<file path="src/rtl/axi_lite_read_master.sv">
// Single-outstanding AXI4-Lite read initiator: core request/response port in, AR/R channels out.
// Misaligned requests are rejected locally; a hung slave is reported via an R-channel timeout.
module axi_lite_read_master #(
  parameter int unsigned ADDR_W  = 32,
  parameter int unsigned DATA_W  = 32,
  parameter int unsigned TIMEOUT = 256
) (
  input  logic              i_clock,
  input  logic              i_reset,
  input  logic              i_req_valid,
  output logic              o_req_ready,
  input  logic [ADDR_W-1:0] i_req_addr,
  output logic              o_resp_valid,
  input  logic              i_resp_ready,
  output logic [DATA_W-1:0] o_resp_data,
  output logic [1:0]        o_resp_err,
  output logic              o_resp_timeout,
  output logic [ADDR_W-1:0] o_axi_araddr,
  output logic              o_axi_arvalid,
  input  logic              i_axi_arready,
  input  logic [DATA_W-1:0] i_axi_rdata,
  input  logic [1:0]        i_axi_rresp,
  input  logic              i_axi_rvalid,
  output logic              o_axi_rready
);

  localparam int unsigned TIMER_W = (TIMEOUT > 1) ? $clog2(TIMEOUT) : 1;
  localparam logic [TIMER_W-1:0] TIMER_LAST = TIMER_W'(TIMEOUT - 1);

  localparam logic [1:0] ERR_OK     = 2'b00;
  localparam logic [1:0] ERR_SLAVE  = 2'b10;
  localparam logic [1:0] ERR_DECODE = 2'b11;

  typedef enum logic [2:0] {
    IDLE,
    AR,
    R_WAIT,
    RESP,
    DRAIN
  } state_t;

  state_t              state, state_d;
  logic [ADDR_W-1:0]   araddr_d;
  logic [DATA_W-1:0]   data_d;
  logic [1:0]          err_d;
  logic                tmo_d;
  logic                pending_drain, pending_drain_d;
  logic [TIMER_W-1:0]  timer, timer_d;

  // State and payload registers; handshake outputs are decoded from the next state so they stay registered.
  always_ff @(posedge i_clock) begin
    if (i_reset) begin
      state          <= IDLE;
      o_axi_araddr   <= '0;
      o_resp_data    <= '0;
      o_resp_err     <= ERR_OK;
      o_resp_timeout <= 1'b0;
      pending_drain  <= 1'b0;
      timer          <= '0;
      o_req_ready    <= 1'b1;
      o_axi_arvalid  <= 1'b0;
      o_axi_rready   <= 1'b0;
      o_resp_valid   <= 1'b0;
    end else begin
      state          <= state_d;
      o_axi_araddr   <= araddr_d;
      o_resp_data    <= data_d;
      o_resp_err     <= err_d;
      o_resp_timeout <= tmo_d;
      pending_drain  <= pending_drain_d;
      timer          <= timer_d;
      o_req_ready    <= (state_d == IDLE);
      o_axi_arvalid  <= (state_d == AR);
      o_axi_rready   <= (state_d == R_WAIT) || (state_d == DRAIN) ||
                        ((state_d == RESP) && pending_drain_d);
      o_resp_valid   <= (state_d == RESP);
    end
  end

  // Next-state and payload update logic.
  always_comb begin
    state_d         = state;
    araddr_d        = o_axi_araddr;
    data_d          = o_resp_data;
    err_d           = o_resp_err;
    tmo_d           = o_resp_timeout;
    pending_drain_d = pending_drain;
    timer_d         = timer;

    case (state)
      IDLE: begin
        if (i_req_valid && o_req_ready) begin
          araddr_d = i_req_addr;
          tmo_d    = 1'b0;
          if (i_req_addr[1:0] != 2'b00) begin
            state_d = RESP;
            data_d  = '0;
            err_d   = ERR_DECODE;
          end else begin
            state_d = AR;
          end
        end
      end

      AR: begin
        if (i_axi_arready) begin
          state_d = R_WAIT;
          timer_d = '0;
        end
      end

      R_WAIT: begin
        timer_d = timer + TIMER_W'(1);
        // A beat arriving on the last allowed cycle still counts as a normal response.
        if (i_axi_rvalid) begin
          state_d = RESP;
          tmo_d   = 1'b0;
          case (i_axi_rresp)
            2'b10: begin
              data_d = '0;
              err_d  = ERR_SLAVE;
            end
            2'b11: begin
              data_d = '0;
              err_d  = ERR_DECODE;
            end
            default: begin
              data_d = i_axi_rdata;
              err_d  = ERR_OK;
            end
          endcase
        end else if ((TIMEOUT != 0) && (timer == TIMER_LAST)) begin
          state_d         = RESP;
          data_d          = '0;
          err_d           = ERR_DECODE;
          tmo_d           = 1'b1;
          pending_drain_d = 1'b1;
        end
      end

      RESP: begin
        if (o_axi_rready && i_axi_rvalid) begin
          pending_drain_d = 1'b0;
        end
        if (i_resp_ready) begin
          state_d = pending_drain_d ? DRAIN : IDLE;
        end
      end

      DRAIN: begin
        if (i_axi_rvalid) begin
          pending_drain_d = 1'b0;
          state_d         = IDLE;
        end
      end

      default: state_d = IDLE;
    endcase
  end

endmodule

</file>
<file path="config.mk">
export PLATFORM = sky130hd
export DESIGN_NAME = axi_lite_read_master
export DESIGN_NICKNAME = d
export VERILOG_FILES = /design/src/rtl/axi_lite_read_master.sv
export SDC_FILE = /design/constraint.sdc
export NUM_CORES = 1
export LEC_CHECK = 0
export BUFFER_PORTS_ARGS = -buffer_cell sky130_fd_sc_hd__buf_2
export CAP_MARGIN = 10
export CORE_MARGIN = 2
export CORE_UTILIZATION = 46
export DETAILED_ROUTE_END_ITERATION = 8
export GPL_TIMING_DRIVEN = 0
export PLACE_DENSITY = 0.8
export SLEW_MARGIN = 0
export SYNTH_ARGS = -nofsm -noshare
export SYNTH_HDL_FRONTEND = slang
export SYNTH_SLANG_ARGS = --single-unit
</file>
<file path="constraint.sdc">
create_clock -name i_clock -period 1.78 [get_ports i_clock]
set_input_delay 0.356 -clock i_clock [delete_from_list [all_inputs] [get_ports i_clock]]
set_output_delay 0.356 -clock i_clock [all_outputs]
set_load 0.02 [all_outputs]
</file>
### Word level (Yosys, flattened, before mapping)

Index checks and enable logic that the tools add are counted.

* bits in registers: 83
* bits in latches: 0
* RAM bits: 0
* bits in read-only memories: 0
* input bits: 72
* output and inout port bits: 71
* word-level logic and storage cells: 75
* memories kept: 0

* $add $sub $neg: 1
* multiply operators: 0
* divide/modulo/power cells: 0
* $lt $le $gt $ge: 0
* equality and inequality tests: 15
* shift-type cells: 0
* muxes and demuxes: 33
* bitwise gates (word level): 0
* reductions and logical operators: 15

Operator list (count)
* 2-to-1 mux 32 bit: 5
* one-hot mux 32 bit (2 select lines): 1
* 2-to-1 mux 3 bit: 7
* one-hot mux 8 bit (2 select lines): 1
* one-hot mux 3 bit (5 select lines): 1
* == test 3 x 2 -> 1 bit, second input constant: 4
* 2-to-1 mux 2 bit: 5
* adder 8 x 1 -> 8 bit, second input constant: 1
* == test 8 bit, second input constant: 1
* 2-to-1 mux 1 bit: 8
* 2-to-1 mux 8 bit: 1
* one-hot mux 2 bit (2 select lines): 2
* == test 3 x 1 -> 1 bit, second input constant: 2
* == test 3 bit, second input constant: 2
* logical NOT 3 bit: 2
* != test 2 bit, second input constant: 3
* nonzero test 2 bit: 3
* == test 2 bit, second input constant: 2
* AND reduction 2 bit: 2
* AND reduction 4 bit: 1
* logical AND 1 bit: 3
* != test 3 bit, second input constant: 1
* one-hot mux 1 bit (3 select lines): 1
* AND reduction 3 bit: 1
* other kinds (3): 4

### Logic depth before layout (Yosys ltp)

* depth after elaboration: 9
* mapped depth: 7
* mapped depth without buffers: 5

### Worst setup path before layout

Ideal clock, no wire load.

* path type: reg2reg
* from: register o_req_ready
* to: register o_resp_data[22]
* library setup time: 0.128 ns
* arrival: 1.550 ns
* required time: 1.652 ns
* slack: 0.102 ns
* cell stages (with the launch flop): 7
* path buffers: 2
* period minus slack after synthesis: 1.678 ns
* cell sequence: dfxtp_1 nand2_1 or4b_1 buf_2 buf_2 a32oi_1 nor2_1

* word-level cells in the longest chain between the ends: 3

RTL lines
* start: declaration: RTL line 11 `output logic o_req_ready,`
* start signal: assignment: RTL line 72 `o_req_ready <= (state_d == IDLE);`
* logical AND 1 bit: RTL line 92 `if (i_req_valid && o_req_ready) begin`
* != test 2 bit (no source line)
* AND reduction 4 bit (no source line)
* end signal: assignment: RTL line 67 `o_resp_data <= data_d;`
* end: declaration: RTL line 15 `output logic [DATA_W-1:0] o_resp_data,`

No other way between the ends.
A chain may end at the register's enable or synchronous reset.

### Final worst setup path

* from: register state[1]
* to: register o_resp_data[9]

* word-level cells in the longest chain between the ends: 3
* elaborated cells on any way between the ends: 8
* those cells by class: 4 x eq/ne; 1 x mux; 3 x reduce/logical

RTL lines
* start: declaration: RTL line 42 `state_t state, state_d;`
* start signal: assignment: RTL line 65 `state <= state_d;`
* == test 3 x 2 -> 1 bit / logical NOT 3 bit (equally long branches): RTL line 90 `case (state)`
* != test 3 bit (no source line), or another cell as far along
* AND reduction 4 bit (no source line)

Several ways; a longest one is shown, not always the timed one.

==> run metrics <==
DR WL/cell=14.2 um; Slew HR=65.4%; number of global-route vias before repair=2802; First DRT Iteration DRCs=136; antenna violations before repair=0; worst hold path class=primary input to flip-flop; Core ar.=0.00672 sq mm; clk root buf=clkbuf_8; Sequential Power Share=44.0%; critical path's largest stage delay=0.54 ns; Tot GR Track Use=21.4%; pwr dens=1110 mW/mm^2; Via-to-Cell Ratio=5.36; CP Max Fanout=10; critical path arrival=1.94 ns; via count=3158; HPWL after DPL=6100 um; clk_lat worst skew=0.35 ns; Fmax=582 MHz; cell seen most often among critical-path stages=buf_6; Post-CTS Setup Inserts=0; family with the most delay on the worst path=simple AND/OR/NAND/NOR gates; Ports=143; leakage=1.92 nW; NetSw=1.48 mW; CP bufs+invs=3; Clock Power Share=31.3%; Clk pin slew, worst setup/hold paths=0.08 ns; status=finished clean; ys flop type=dfxtp_1; final slew viol count=0; htree depth=3; Routed Antenna Nets=0; Crit path required time=2.00 ns; CP max-delay cell=or4b_4; pin count of the biggest net entering global routing=15; sequential share of the synthesized area=52.7%; Post-Syn Instances=352; register bit total from synthesis=83; Initial Utilization=47.0%; Final Hold Viols=0; WS Path Type=flip-flop to flip-flop; post-synth top area share=52.7%; element type at the critical path end=flip-flop; mapped cell area=0.00316 sq mm; cell taking the most area after synthesis=dfxtp_1; I/O Buffers=141; worst-margin pin slew=0.519 ns; startpoint class of the critical path=flip-flop; grt total ovfl=0; Die Span X=86.8 um; WL final=8340 um; final hold slack=0.229 ns; TritonCTS clock tree=built; first-pass GRT wire length=12900 um; number of fill cells=579; top post-synthesis cells by area=dfxtp_1 53%, a32oi_1 8.9%, nand2_1 8.6%; Sink Count=83; Synth-to-Final Area Change=37.1%; Final Setup Violations=0; CTS Buffer Depth=2; Antenna Cells=0; synthesized net count=425; first-pass detailed-route iteration total=5; cell internal pwr=3.30 mW; GP Congestion=0.828; row count=30; Async SR Flop Fraction=0%; cts hold-fix bufs=0; share of layout cells above drive strength 1=39.7%; crit-path cells=buf_6, or4b_4, buf_6, buf_4, a32oi_1, nor2_1; max cap viols=0; Mapped Avg Cell Area=8.96 sq um; chip height=86.8 um; Period Utilization, post-route=96.5%; clk_skew=0.00909 ns; number of enable flip-flop cells after synthesis=0; CTS buffer count=9; sw frac=31.0%; Peak supply drop=0.602 mV; drt drc=0; Final min period=1.72 ns; Synth Warn #=0; Logic pwr share=24.6%; Pwr Total=4.79 mW; die area=0.00754 sq mm; post-synth cell types=43; fin nets=577
==> layout make-up <==
cell class	instances	area, sq um	area share [%]
plain buffers	30	186	4.31
clock buffers	11	141	3.27
clock inverters	5	85.1	1.97
inverters	1	3.75	0.0868
multi-input cells	238	1440	33.2
flip-flops and latches	83	1670	38.5
well taps	80	100	2.31
repair buffers	141	706	16.3
==> worst reg2reg max path, cell delays in order (launching register included) <==
cell and delay (ns):
dfxtp_2 0.33, buf_6 0.14, or4b_4 0.54, buf_6 0.15, buf_4 0.17, a32oi_1 0.21
nor2_1 0.07
==> Yosys cell counts, types with 3 or more instances <==
cell type  instances
dfxtp_1           83
nand2_1           72
nor2_1            47
a21oi_1           38
a32oi_1           32
clkbuf_1          15
buf_2              9
buf_6              6
nor3_1             4
nand3b_1           3
nand4_1            3
o21ai_0            3
o311ai_0           3
==> layout by cell type (no fill, tap or decap), types with 2 or more instances in the layout <==
cell / count
nor3_1: 3
a311oi_1: 2
clkbuf_8: 10
nand3b_1: 3
o311ai_0: 3
a21o_1: 2
clkbuf_1: 13
nand2_1: 71
buf_4: 3
dfxtp_2: 4
dfxtp_1: 79
clkbuf_2: 3
o21ai_0: 3
buf_6: 7
a21oi_1: 38
bufinv_16: 2
nor2_1: 46
buf_2: 146
a32oi_1: 24
nand4_1: 3
or4_1: 2
a32oi_2: 8
==> per-layer routing <==
layer,vias up,track usage [%],wire (um)
met5,-,0,0
met4,0,7.10,63
met3,8,8.00,808
met2,151,33.9,3870
met1,1440,26.7,3600
li1,1559,-,-
==> timing repair <==
item,CTS,global route
pin swaps,0,5
resized for setup,4,32
setup endpoints to repair,16,41
==> path summary, 6_finish.rpt <==
kind,from,endpoint,slack (ns),depth (start not counted)
setup / recovery,state[1]$_SDFF_PP0_,o_resp_data[9]$_SDFFE_PP0P_,0.06,6
hold / removal,i_axi_rdata[7],o_resp_data[7]$_SDFFE_PP0P_,0.23,3
setup reg to reg,state[1]$_SDFF_PP0_,o_resp_data[9]$_SDFFE_PP0P_,0.06,6
hold reg to reg,o_axi_araddr[12]$_SDFFE_PP0P_,o_axi_araddr[12]$_SDFFE_PP0P_,0.45,2
==> cells by family after synthesis <==
logic type      count (synthesis)  share of synthesized area [%]
simple gates                  145                           20.4
compound gates                 91                           20.7
flops                          83                           52.7
buf+inv                        31                           5.47
mux                             1                          0.357
fa+ha+maj                       1                          0.396
==> state kept, by name, indices dropped and copies added, names as in the netlist <==
| signal | cells |
|---|---|
| o_resp_data | 32 |
| o_axi_rready | 1 |
| state | 3 |
| o_axi_araddr | 32 |
| o_resp_err | 2 |
| o_req_ready | 1 |
| o_resp_timeout | 1 |
| pending_drain | 1 |
| o_axi_arvalid | 1 |
| o_resp_valid | 1 |
| timer | 8 |
==> power groups by stage <==
stage / logic [mW] / registers, mW / clock network (mW)
2_1_floorplan: 0.567 / 2.31 / 0
3_3_place_gp: 1.10 / 2.13 / 0
3_5_place_dp: 1.12 / 2.14 / 0
4_1_cts: 1.13 / 2.10 / 1.54
5_1_grt: 1.29 / 2.12 / 1.60
6_report: 1.18 / 2.11 / 1.50
==> stage by stage <==
| step | TNS [ns] | util, % | std cells | setup slack, ns | instance area [sq um] |
|---|---|---|---|---|---|
| after floorplan | 0 | - | 352 | 0.102 | 3160 |
| after global placement | 0 | 59.0 | 573 | 0.00371 | 3960 |
| after detailed placement | -0.0585 | 59.0 | 573 | -0.0217 | 3960 |
| after CTS | 0 | 62.6 | 589 | 0.0170 | 4210 |
| after global routing | -0.00243 | 64.4 | 589 | -0.00243 | 4330 |
| final | 0 | 64.4 | 589 | 0.0623 | 4330 |
Note: power is estimated with default switching activity, not from simulation.
